$ cat src/rtl/dp_ram.sv
// Simple dual-port RAM: one write port, one read port, single clock, read-first on same-address collision.
// Latency: rddata/collision valid 1 cycle after rdaddr is sampled (2 cycles with OUTREG=1).
// Backpressure: none; one write and one read accepted every cycle.
module dp_ram #(
    parameter int ADDR_WIDTH = 4,
    parameter int DATA_WIDTH = 4,
    parameter bit OUTREG     = 1'b0
) (
    input  logic                  clk,
    input  logic                  rst_n,
    input  logic                  wren,
    input  logic [ADDR_WIDTH-1:0] wraddr,
    input  logic [DATA_WIDTH-1:0] wrdata,
    input  logic [ADDR_WIDTH-1:0] rdaddr,
    output logic [DATA_WIDTH-1:0] rddata,
    output logic                  collision
);

    localparam int DEPTH = 1 << ADDR_WIDTH;

    logic [DATA_WIDTH-1:0] mem [DEPTH];
    logic [DATA_WIDTH-1:0] rd_q;
    logic                  coll_q;
    logic                  wr_go;
    logic                  coll_d;

    // Writes are blocked while reset is held; the array itself is never cleared.
    assign wr_go  = wren & rst_n;
    assign coll_d = wren & (wraddr == rdaddr);

    always_ff @(posedge clk) begin
        if (wr_go) begin
            mem[wraddr] <= wrdata;
        end
    end

    // Nonblocking read of the array gives read-first behaviour on a same-address write.
    always_ff @(posedge clk or negedge rst_n) begin
        if (!rst_n) begin
            rd_q   <= '0;
            coll_q <= 1'b0;
        end else begin
            rd_q   <= mem[rdaddr];
            coll_q <= coll_d;
        end
    end

    generate
        if (OUTREG) begin : g_outreg
            logic [DATA_WIDTH-1:0] rd_q2;
            logic                  coll_q2;

            always_ff @(posedge clk or negedge rst_n) begin
                if (!rst_n) begin
                    rd_q2   <= '0;
                    coll_q2 <= 1'b0;
                end else begin
                    rd_q2   <= rd_q;
                    coll_q2 <= coll_q;
                end
            end

            assign rddata    = rd_q2;
            assign collision = coll_q2;
        end else begin : g_noreg
            assign rddata    = rd_q;
            assign collision = coll_q;
        end
    endgenerate

endmodule

$ cat config.mk
export PLATFORM = sky130hd
export DESIGN_NAME = dp_ram
export DESIGN_NICKNAME = d
export VERILOG_FILES = /design/src/rtl/dp_ram.sv
export SDC_FILE = /design/constraint.sdc
export NUM_CORES = 1
export LEC_CHECK = 0
export CAP_MARGIN = 20
export CORE_ASPECT_RATIO = 1.25
export CORE_UTILIZATION = 50
export CTS_BUF_LIST = sky130_fd_sc_hd__clkbuf_4 sky130_fd_sc_hd__clkbuf_8
export DETAILED_ROUTE_END_ITERATION = 8
export HOLD_SLACK_MARGIN = 0.05
export PLACE_DENSITY = 0.81
export SYNTH_ARGS = -nofsm -noshare
export SYNTH_HDL_FRONTEND = slang
export SYNTH_SLANG_ARGS = --single-unit
$ cat constraint.sdc
create_clock -name clk -period 2.2 [get_ports clk]
set_clock_uncertainty 0.1 [all_clocks]
set_input_delay 0.66 -clock clk [delete_from_list [all_inputs] [get_ports clk]]
set_output_delay 0.66 -clock clk [all_outputs]
set_load 0.02 [all_outputs]
==> impl_metrics.env <==
export IMPL_outcome="finished, final reports clean"
export IMPL_synth_area_per_cell_um2=19.7
export IMPL_ios=20
export IMPL_worstMarginPinSlew_ns=0.618
export IMPL_worstPathRequired_ns=2.30
export IMPL_dieArea_um2=5890
export IMPL_layout_setup_ws_ns=0.0387
export IMPL_yosysUniqueCellTypes=23
export IMPL_core_area_um2=5410
export IMPL_netlist_instances=142
export IMPL_fin_crit_sh_pct=98.2
export IMPL_ys_seq_area_share_pct=73.3
export IMPL_worst_path_max_fanout=17
export IMPL_grt_usage_pct=21.1
export IMPL_n_antenna_cell=0
export IMPL_critPathKind="input pin to flip-flop"
export IMPL_cp_end_kind="flip-flop"
export IMPL_nets=203
export IMPL_power_frac_seq_pct=53.4
export IMPL_via_count=1523
export IMPL_slew_violations=0
export IMPL_synth_fp_nets=157
export IMPL_drtPass1Iterations=4
export IMPL_drt_total_wl_um=5440
export IMPL_vdd_drop_max_v=0.000470
export IMPL_postCtsSetupRepairBufs=0
export IMPL_startpoint_type="input pin"
export IMPL_synth_area_um2=2790
export IMPL_wl_per_cell_um=21.2
export IMPL_cts_root_buf="clkbuf_8"
export IMPL_grt_overflow=0
export IMPL_period_minus_slack_ns=2.16
export IMPL_stdcell_area_um2=3420
export IMPL_cts_htree_levels=3
export IMPL_slew_headroom_pct=58.7
export IMPL_drc=0
export IMPL_power_density_nw_per_um2=802
export IMPL_clock_latency_ns=0.32
export IMPL_synthToLayoutAreaGrowth_pct=22.5
export IMPL_drt_initial_drc_count=116
export IMPL_cts_buffers=9
export IMPL_grt_pass1_vias=1573
export IMPL_yosys_warnings=0
export IMPL_grt_start_max_net_pins=18
export IMPL_p_sw_share_pct=19.4
export IMPL_rows=30
export IMPL_layout_drive_gt1_share_pct=21.8
export IMPL_hold_violations=0
export IMPL_cts_hold_buf=0
export IMPL_cts_resized=0
export IMPL_die_x_um=68.8
export IMPL_cts_sinks=69
export IMPL_ant_nets=0
export IMPL_hpwl_um=3700
export IMPL_max_cap_viol_count=0
export IMPL_critPathArrivalTime_ns=2.26
export IMPL_hp_class="flip-flop to flip-flop"
export IMPL_synth_seq_cells=69
export IMPL_leakage_nw=1.21
export IMPL_dp_slack_ns=-0.262
export IMPL_io_buffers=19
export IMPL_pwr_share_comb_pct=7.1
export IMPL_start_util_pct=51.6
export IMPL_routabilityCongestion=0.794
export IMPL_dpl_instance_area_um2=3210
export IMPL_net_switching_power_mw=0.532
export IMPL_setup_violations=0
export IMPL_fmax_mhz=463
export IMPL_cts_buffer_depth=2
export IMPL_grt_pass1_wl_um=8250
export IMPL_viasPerCell=5.93
export IMPL_path_clk_slew_ns=0.07
export IMPL_cts_tree="built"
export IMPL_rsz0062_at_grt="no"
export IMPL_die_h_um=85.5
export IMPL_antenna_found_initial=0
export IMPL_p_int_mw=2.21
export IMPL_clkPwrFrac_pct=39.5
area by class of cell:
class / instances / area [um^2]
multi-input combinational: 65 / 683
tap: 64 / 80.1
clock inverter: 5 / 75.1
timing repair buffer: 43 / 395
fill: 362 / 1990
sequential: 69 / 2050
clock buffer: 11 / 139
power by group through the flow:
stage	logic, mW	clock network [mW]	registers [mW]
3_5_place_dp	0.193	0	1.49
4_1_cts	0.196	1.10	1.46
5_1_grt	0.207	1.16	1.46
3_3_place_gp	0.185	0	1.49
6_report	0.195	1.08	1.46
2_1_floorplan	0.0847	0	1.50
per-layer routing:
metal | up-vias | track usage (%) | routed length (um)
li1 | 673 | - | -
met1 | 763 | 26.5 | 2030
met2 | 73 | 34.0 | 2850
met3 | 14 | 5.45 | 401
met4 | 0 | 9.65 | 151
met5 | - | 0 | 0
critical path, cell delays in order:
cell and delay, ns:
clkdlybuf4s50_1 0.51, buf_12 0.18, mux4_1 0.57, a22oi_1 0.22, nand3_1 0.11
layout by cell type, fill, tap and decap left out, types with 2 or more instances in the layout:
master / instances
nor2b_1: 2
nand3_1: 8
clkinv_2: 3
dfrtp_1: 5
mux4_1: 15
clkbuf_4: 2
clkbuf_8: 9
xor2_1: 3
buf_4: 22
clkdlybuf4s50_1: 19
nand2b_1: 2
nor2_1: 13
buf_12: 2
nand2_1: 7
a22oi_1: 3
edfxtp_1: 64
nor3_1: 4
nand4b_1: 2
bufinv_16: 2
cells by family after synthesis:
group / count (synthesis) / synth area share (%)
flip-flops: 69 / 73.3
AND/OR/NAND/NOR: 41 / 7.04
AO/OA/AOI/OAI: 4 / 1.25
buffers and inverters: 8 / 2.20
multiplexers: 16 / 14.9
XOR/XNOR: 4 / 1.26
cell usage after synthesis:
library cell  number  area share, %
nand4_1            1           0.22
mux4_1            15             14
nand2b_1           2           0.45
buf_6              1           0.40
a22oi_1            3           0.81
nand2_1            7           0.94
edfxtp_1          64             69
nor3_1             4           0.72
nor2_1            13            1.7
mux4_2             1           0.81
nor4_1             1           0.22
buf_12             1           0.72
xor2_1             3           0.94
xnor2_1            1           0.31
a22oi_2            1           0.45
nor2b_1            2           0.45
dfrtp_1            5            4.5
nand3_1            8            1.4
clkbuf_1           2           0.27
buf_4              1           0.27
nand4b_1           2           0.63
buf_2              3           0.54
or3_1              1           0.22
final timing paths:
| path | to | cells past startpoint | start | slack [ns] |
|---|---|---|---|---|
| worst max-delay path | rddata[0] | 5 | rdaddr[0] | 0.04 |
| worst min-delay path | rddata[3] | 3 | mem[7][3] | 0.60 |
| worst max register to register | rddata[0] | 3 | mem[1][0] | 0.74 |
| worst min register to register | rddata[3] | 3 | mem[7][3] | 0.60 |
| max in group asynchronous | rddata[0] | 2 | rst_n | 1.21 |
| min in group asynchronous | rddata[1] | 2 | rst_n | 0.66 |
state kept, by name, summed over array words and instances, names as in the netlist:
signal,cells
rddata,4
mem,64
collision,1
stage by stage:
stage               cells  TNS, ns  hold slack (ns)  utilization (%)  power, mW
floorplan             142        0            0.264                -       1.58
global placement      241    -4.30            0.576             59.3       1.67
detailed placement    241    -6.01            0.597             59.3       1.68
CTS                   257        0            0.614             63.3       2.76
global route          257        0            0.627             63.3       2.83
finish                257        0            0.601             63.3       2.74
No activity file was read; power rests on OpenSTA's default activity.
